--- config.mk ---
export PLATFORM = sky130hd
export DESIGN_NAME = north_bridge_arbiter
export DESIGN_NICKNAME = d
export VERILOG_FILES = /design/src/rtl/north_bridge_arbiter.sv
export SDC_FILE = /design/constraint.sdc
export NUM_CORES = 1
export LEC_CHECK = 0
export CAP_MARGIN = 20
export CORE_MARGIN = 1.5
export CORE_UTILIZATION = 35
export CTS_BUF_LIST = sky130_fd_sc_hd__clkbuf_8
export DETAILED_ROUTE_END_ITERATION = 8
export PLACE_DENSITY = 0.65
export SETUP_SLACK_MARGIN = 0.2
export SYNTH_ARGS = -nofsm -noshare
export SYNTH_HDL_FRONTEND = slang
export SYNTH_SLANG_ARGS = --single-unit
--- constraint.sdc ---
create_clock -name clk -period 3.56 [get_ports clk]
set_clock_uncertainty 0.2 [all_clocks]
set_input_delay 0.356 -clock clk [delete_from_list [all_inputs] [get_ports clk]]
set_output_delay 0.356 -clock clk [all_outputs]
set_load 0.005 [all_outputs]
--- src/rtl/north_bridge_arbiter.sv ---
// North-bridge FIFO sharing: round-robin ingress into the transfer FIFO, FSM egress with ack timeout.
// Optional macro CPU_PRIORITY_EN: device 0 pre-empts the round robin whenever it requests.
module north_bridge_arbiter #(
    parameter int DEVICES     = 3,
    parameter int DATA_W      = 16,
    parameter int ID_W        = 2,
    parameter int ACK_TIMEOUT = 255
) (
    input  logic                clk,
    input  logic                rst,
    input  logic [DEVICES-1:0]  device_req,
    input  logic [DATA_W-1:0]   data_in,
    output logic [ID_W-1:0]     selector_in,
    output logic [DEVICES-1:0]  device_ack,
    output logic [DATA_W-1:0]   fifo_data,
    output logic                wrreq,
    input  logic                fifo_almost_full,
    input  logic                fifo_empty,
    output logic                rdreq,
    input  logic [DATA_W-1:0]   fifo_q,
    output logic [DATA_W-1:0]   data_out,
    output logic [ID_W-1:0]     selector_out,
    output logic                out_valid,
    input  logic                out_ack,
    output logic [7:0]          drop_cnt
);
    localparam int TO_W = $clog2(ACK_TIMEOUT + 1);

    typedef enum logic [1:0] {IDLE, FETCH, LATCH, DELIVER} state_t;
    state_t state, state_next;

    logic [ID_W-1:0] rr_ptr, gnt_idx, ptr_next;
    logic [ID_W:0]   cand, gnt_inc;
    logic            gnt_valid, cpu_win;

    // Scan rr_ptr, rr_ptr+1, ... modulo DEVICES for the first requester.
    always_comb begin
        gnt_valid = 1'b0;
        gnt_idx   = '0;
        cpu_win   = 1'b0;
        cand      = '0;
        if (!fifo_almost_full) begin
`ifdef CPU_PRIORITY_EN
            if (device_req[0]) begin
                gnt_valid = 1'b1;
                cpu_win   = 1'b1;
            end
`endif
            for (int i = 0; i < DEVICES; i++) begin
                cand = {1'b0, rr_ptr} + (ID_W+1)'(i);
                if (cand >= (ID_W+1)'(DEVICES))
                    cand = cand - (ID_W+1)'(DEVICES);
                if (!gnt_valid && device_req[cand[ID_W-1:0]]) begin
                    gnt_valid = 1'b1;
                    gnt_idx   = cand[ID_W-1:0];
                end
            end
        end
        gnt_inc  = {1'b0, gnt_idx} + 1'b1;
        ptr_next = (gnt_inc >= (ID_W+1)'(DEVICES)) ? '0 : gnt_inc[ID_W-1:0];
    end

    assign selector_in = gnt_valid ? gnt_idx : rr_ptr;

    always_ff @(posedge clk or posedge rst) begin
        if (rst) begin
            rr_ptr     <= '0;
            wrreq      <= 1'b0;
            fifo_data  <= '0;
            device_ack <= '0;
        end else begin
            wrreq      <= gnt_valid;
            device_ack <= gnt_valid ? (DEVICES'(1) << gnt_idx) : '0;
            if (gnt_valid) begin
                fifo_data <= data_in;
                if (!cpu_win)
                    rr_ptr <= ptr_next;
            end
        end
    end

    logic [ID_W-1:0] q_id;
    logic            id_bad, to_hit, drop;
    logic [TO_W-1:0] tcnt;

    assign q_id   = fifo_q[DATA_W-1 -: ID_W];
    assign id_bad = {1'b0, q_id} >= (ID_W+1)'(DEVICES);
    // The word is dropped on the cycle that would push the count to ACK_TIMEOUT,
    // so out_valid stays high for at most ACK_TIMEOUT cycles.
    assign to_hit = (tcnt == TO_W'(ACK_TIMEOUT - 1));

    always_ff @(posedge clk or posedge rst) begin
        if (rst) state <= IDLE;
        else     state <= state_next;
    end

    always_comb begin
        state_next = state;
        rdreq      = 1'b0;
        out_valid  = 1'b0;
        drop       = 1'b0;
        case (state)
            IDLE:    if (!fifo_empty) state_next = FETCH;
            FETCH: begin
                rdreq      = 1'b1;
                state_next = LATCH;
            end
            LATCH: begin
                drop       = id_bad;
                state_next = id_bad ? IDLE : DELIVER;
            end
            DELIVER: begin
                out_valid = 1'b1;
                if (out_ack) begin
                    state_next = IDLE;
                end else if (to_hit) begin
                    drop       = 1'b1;
                    state_next = IDLE;
                end
            end
            default: state_next = IDLE;
        endcase
    end

    always_ff @(posedge clk or posedge rst) begin
        if (rst) begin
            data_out     <= '0;
            selector_out <= '0;
            tcnt         <= '0;
            drop_cnt     <= '0;
        end else begin
            if (state == LATCH) begin
                data_out     <= fifo_q;
                selector_out <= q_id;
                tcnt         <= '0;
            end else if (state == DELIVER && !out_ack && !to_hit) begin
                tcnt <= tcnt + 1'b1;
            end
            if (drop && drop_cnt != 8'hFF)
                drop_cnt <= drop_cnt + 8'd1;
        end
    end
endmodule

* Word-level counts from Yosys, hierarchy flattened
Index checks and enable logic that the tools add are counted.
Operators by class: add/sub/neg operators 8, reduce and logical (&&, ||, !) cells 12, equal/unequal tests 7, mux-type cells 37, shift-type cells 1, $lt $le $gt $ge 8
Operators by type and width (number):
- two-way mux 2 bit | 16
- adder 8 x 1 -> 8 bit (second input constant) | 2
- two-way mux 8 bit | 2
- two-way mux 1 bit | 13
- >= comparator 3 x 2 -> 1 bit (second input constant) | 3
- less-than comparator 2 x 3 -> 1 bit (second input constant) | 3
- equality test 8 bit (second input constant) | 1
- inequality test 8 bit (second input constant) | 1
- one-hot mux 2 bit (4 select lines) | 1
- adder 2 x 1 -> 3 bit (second input constant) | 2
- binary-select mux 1 bit (select 2 bit) | 3
- subtractor 2 bit (second input constant) | 3
- logical AND 1 bit | 5
- equality test 2 bit (second input constant) | 2
- >= comparator 2 bit (second input constant) | 2
- logical NOT 1 bit | 4
- adder 2 x 2 -> 3 bit (second input constant) | 1
- two-way mux 3 bit | 1
- inequality test 3 bit (second input constant) | 1
- << shifter 1 x 2 -> 3 bit (first input constant) | 1
- equality test 2 x 1 -> 1 bit (second input constant) | 1
- logical NOT 2 bit | 1
- inequality test 2 bit (second input constant) | 1
- one-hot mux 1 bit (2 select lines) | 1
- 2 further kinds | 2
Word-level totals: input port bits 40, word-level logic and storage cells 82, register bits 58

* Longest topological paths before layout
word-level depth 18, depth in mapped cells 8, gate-level depth less buffers 7

* Worst setup path after synthesis
OpenSTA, ideal clock, no wires.
kind reg2out, from reg rr_ptr[0], to out selector_in[1], data arrival time 1864 ps, stages on the path, launching flop included 8, required time 3004 ps, slack 1140 ps, path through dfrtp_1 > inv_1 > ha_1 > maj3_2 > a2111oi_2 > buf_6 > nand2b_1 > o21ai_0
On the way: longest elaborated chain between the ends 16, elaborated cells on any way between the ends 35, classes of those cells add/sub (5); order compare (3); mux (23); reduce/logical (4)
RTL lines:
- from (decl) | RTL line 32 | logic [ID_W-1:0] rr_ptr, gnt_idx, ptr_next;
- from (signal assigned) | RTL line 77 | rr_ptr <= ptr_next;
- branches (longest 15 deep; another with adder 2 x 1 -> 3 bit)
- two-way mux 2 bit (*) | RTL line 63 | assign selector_in = gnt_valid ? gnt_idx : rr_ptr;
- to (decl) | RTL line 13 | output logic [ID_W-1:0] selector_in,
Mark *: on every way between the ends. The select of a mux whose other input is x is not followed.

* Final worst setup path
from reg rr_ptr[0], to out selector_in[0]
Same word-level chain as after synthesis.

==> impl_metrics.toml <==
[run_status]
outcome = "finished clean"

[worst_setup_path]
crit_path_end_kind = "output pin"
crit_fanout = 6
worstSetupStartpointType = "flip-flop"
r2r-end = "fifo_data[12]$_DFFE_PP0P_"
r2r_slack_ns = 1.09
reg2reg_from = "rr_ptr[0]$_DFFE_PP0P_"
crit_type = "flip-flop to output pin"
crit_start = "rr_ptr[0]$_DFFE_PP0P_"
required_ns = 3.00
arrival_ns = 2.57
rr_worst_depth = 6
crit_end = "selector_in[0]"

[cells_and_area]
layout_commonest_cell = "clkdlybuf4s50_1"
fin_nets = 366
drive_gt1_share_pct = 9.938
area_growth_syn_to_layout_pct = 44.08
antennaDiodeCount = 0
layout_common_cells = "clkdlybuf4s50_1 (89), nand2_1 (64), dfrtp_1 (56), inv_1 (9), mux2_4 (9)"

[clock_tree]
htree_levels = 2
insertion_delay_ns = 0.30
clk_pin_slew_worst_paths_ns = 0.09
root_buffer = "clkbuf_8"
post_cts_buffers = 0
numCtsBuffers = 5
cts_tree = "yes"
clock-sinks = 56
hold_buffers = 0
ctsResizeCount = 0
cts_buffer_depth = 2

[sta]
fmax_ghz = 0.3204
setup_viol = 0
maxSlewHeadroom_pct = 52.92
slew_viol_final = 0
timing.hold.ws_ns = 0.2298
rsz0062_at_grt = "false"
tightest_slew_ns = 0.7047
hold_viol_final = 0
setup_ws_ns = 0.4388
fin_crit_ns = 3.121
finalCritPeriodShare_pct = 87.67
setup_tns_ns = 0

[detailed_routing]
vias = 1917
vias_per_cell = 4.586
drt_iter0_markers = 44
avgRoutedWirePerCell_microns = 13.02
drc = 0
drt_first_pass_iters = 4
final_antenna_net_count = 0
wl_microns = 5443

[yosys]
muxShareOfSynthArea_pct = 9.464
synth_top_family_by_area = "simple AND/OR/NAND/NOR gates"
synth_compound_area_share_pct = 5.972
yosys_register_bits = 56
syn_area_per_cell_sq_um = 10.80
synth_xor_area_share_pct = 2.834
syn-cell-area_sq_mm = 0.002472
yosysSeqAreaShare_pct = 56.68
synth-simple-area-share_pct = 17.66
synth_cells = 229
synth_warnings = 0
synth_fa_ha_area_share_pct = 3.391
syn_nets = 274
yosysUniqueCellTypes = 38

[grt]
antenna_found_initial = 0
grt-ovfl-total = 0
grt_pass1_vias = 1814
grt_pass1_wl_microns = 8838
grt_use_total_pct = 15.05
grt_start_max_net_pins = 30

[placed_design]
hpwl_microns = 4018
gp_congestion = 0.8043
pre_cts_slack_ns = 0.5854
port_buffers = 89

[floorplanning]
fp.coreArea_sq_mm = 0.006794
io-pin-count = 90
start_util_pct = 36.39
dieArea_sq_mm = 0.007577
die_y_microns = 87.05
num_rows = 30
die_w_microns = 87.05

[power]
p_per_area_mw_per_mm2 = 735.9
irDropWorstVdd_mv = 0.2945
leakagePower_nw = 1.622

[min_path]
hold_class = "input port to asynchronous set/reset pin"

[run]
maxCapViolCount = 0
worst max-delay path, stage by stage (launching register included):
cell and delay [ns]:
dfrtp_1 0.38, inv_1 0.05, ha_1 0.37, maj3_2 0.36, a2111oi_4 0.40, nand2b_1 0.19, nand2_1 0.06, clkdlybuf4s50_1 0.46
how the worst min path moves through the flow:
stage	depth (start not counted)	end
floorplan	1	device_ack[2]$_DFF_PP0_
finish	2	fifo_data[4]$_DFFE_PP0P_
CTS	2	fifo_data[13]$_DFFE_PP0P_
global placement	2	data_out[1]$_DFFE_PP0N_
detailed placement	2	data_out[5]$_DFFE_PP0N_
global route	2	fifo_data[0]$_DFFE_PP0P_
through the flow:
step | cell area [sq um] | power (mW) | cells | utilization, %
6_report | 3562 | 2.621 | 418 | 52.43
5_1_grt | 3562 | 2.838 | 418 | 52.43
4_1_cts | 3562 | 2.672 | 418 | 52.43
3_5_place_dp | 3468 | 2.305 | 410 | 51.05
3_3_place_gp | 3468 | 2.275 | 410 | 51.05
2_1_floorplan | 2472 | 1.636 | 229 | -
layer usage:
layer  global-route usage [%]  vias to the layer above  wire (microns)
met5                        0                        -               0
met4                    4.106                        0              27
met3                    3.602                        2             299
met2                    24.81                       46            2659
met1                    19.82                      931            2455
li1                         -                      938               -
synthesized netlist by cell type:
cell | number | share of area, %
nand2_1 | 64 | 9.7
dfrtp_1 | 56 | 57
inv_1 | 9 | 1.4
mux2_4 | 9 | 5.5
nand3_1 | 8 | 1.6
mux2_2 | 7 | 3.2
o21ai_0 | 7 | 1.4
nor3_1 | 6 | 1.2
a21oi_1 | 5 | 1.0
clkbuf_1 | 5 | 0.76
ha_1 | 5 | 2.5
nand2b_1 | 5 | 1.3
nor2_1 | 5 | 0.76
xnor2_1 | 5 | 1.8
nand4_1 | 4 | 1.0
xor2_1 | 3 | 1.1
and3_1 | 2 | 0.51
buf_4 | 2 | 0.61
mux2i_1 | 2 | 0.81
nor2b_1 | 2 | 0.51
a2111oi_2 | 1 | 0.61
a21o_1 | 1 | 0.30
and2_1 | 1 | 0.25
buf_12 | 1 | 0.81
buf_6 | 1 | 0.46
maj3_1 | 1 | 0.40
maj3_2 | 1 | 0.46
nand3b_1 | 1 | 0.30
nor2_2 | 1 | 0.25
o211ai_1 | 1 | 0.30
o21a_1 | 1 | 0.30
o21bai_1 | 1 | 0.30
o22a_1 | 1 | 0.35
o22ai_1 | 1 | 0.25
o311ai_0 | 1 | 0.35
o31ai_1 | 1 | 0.30
o41a_1 | 1 | 0.46
or3_1 | 1 | 0.25
power breakdown:
part | internal (mW) | switching, mW | leakage [nW]
clock network | 0.156 | 0.194 | 0.0486
registers | 0.884 | 0.157 | 0.702
logic | 0.748 | 0.482 | 0.871
total | 1.79 | 0.833 | 1.62
cells by family after synthesis:
logic type      count (synthesis)
simple gates                  100
flops                          56
compound gates                 22
buf+inv                        18
mux                            18
xor+xnor                        8
fa+ha+maj                       7
layout make-up:
| class | count | area, sq um |
|---|---|---|
| clock inverter | 2 | 11.26 |
| timing repair buffer | 94 | 928.4 |
| tap | 96 | 120.1 |
| inverter | 9 | 33.78 |
| sequential | 56 | 1401 |
| multi-input combinational | 155 | 984.7 |
| fill | 635 | 3232 |
| clock buffer | 6 | 82.58 |
flip-flops by register name (all words and copies together) (netlist names):
signal	cells
fifo_data	16
drop_cnt	8
wrreq	1
rr_ptr	2
data_out	16
device_ack	3
state	2
tcnt	8
(Power assumes the default switching activity.)
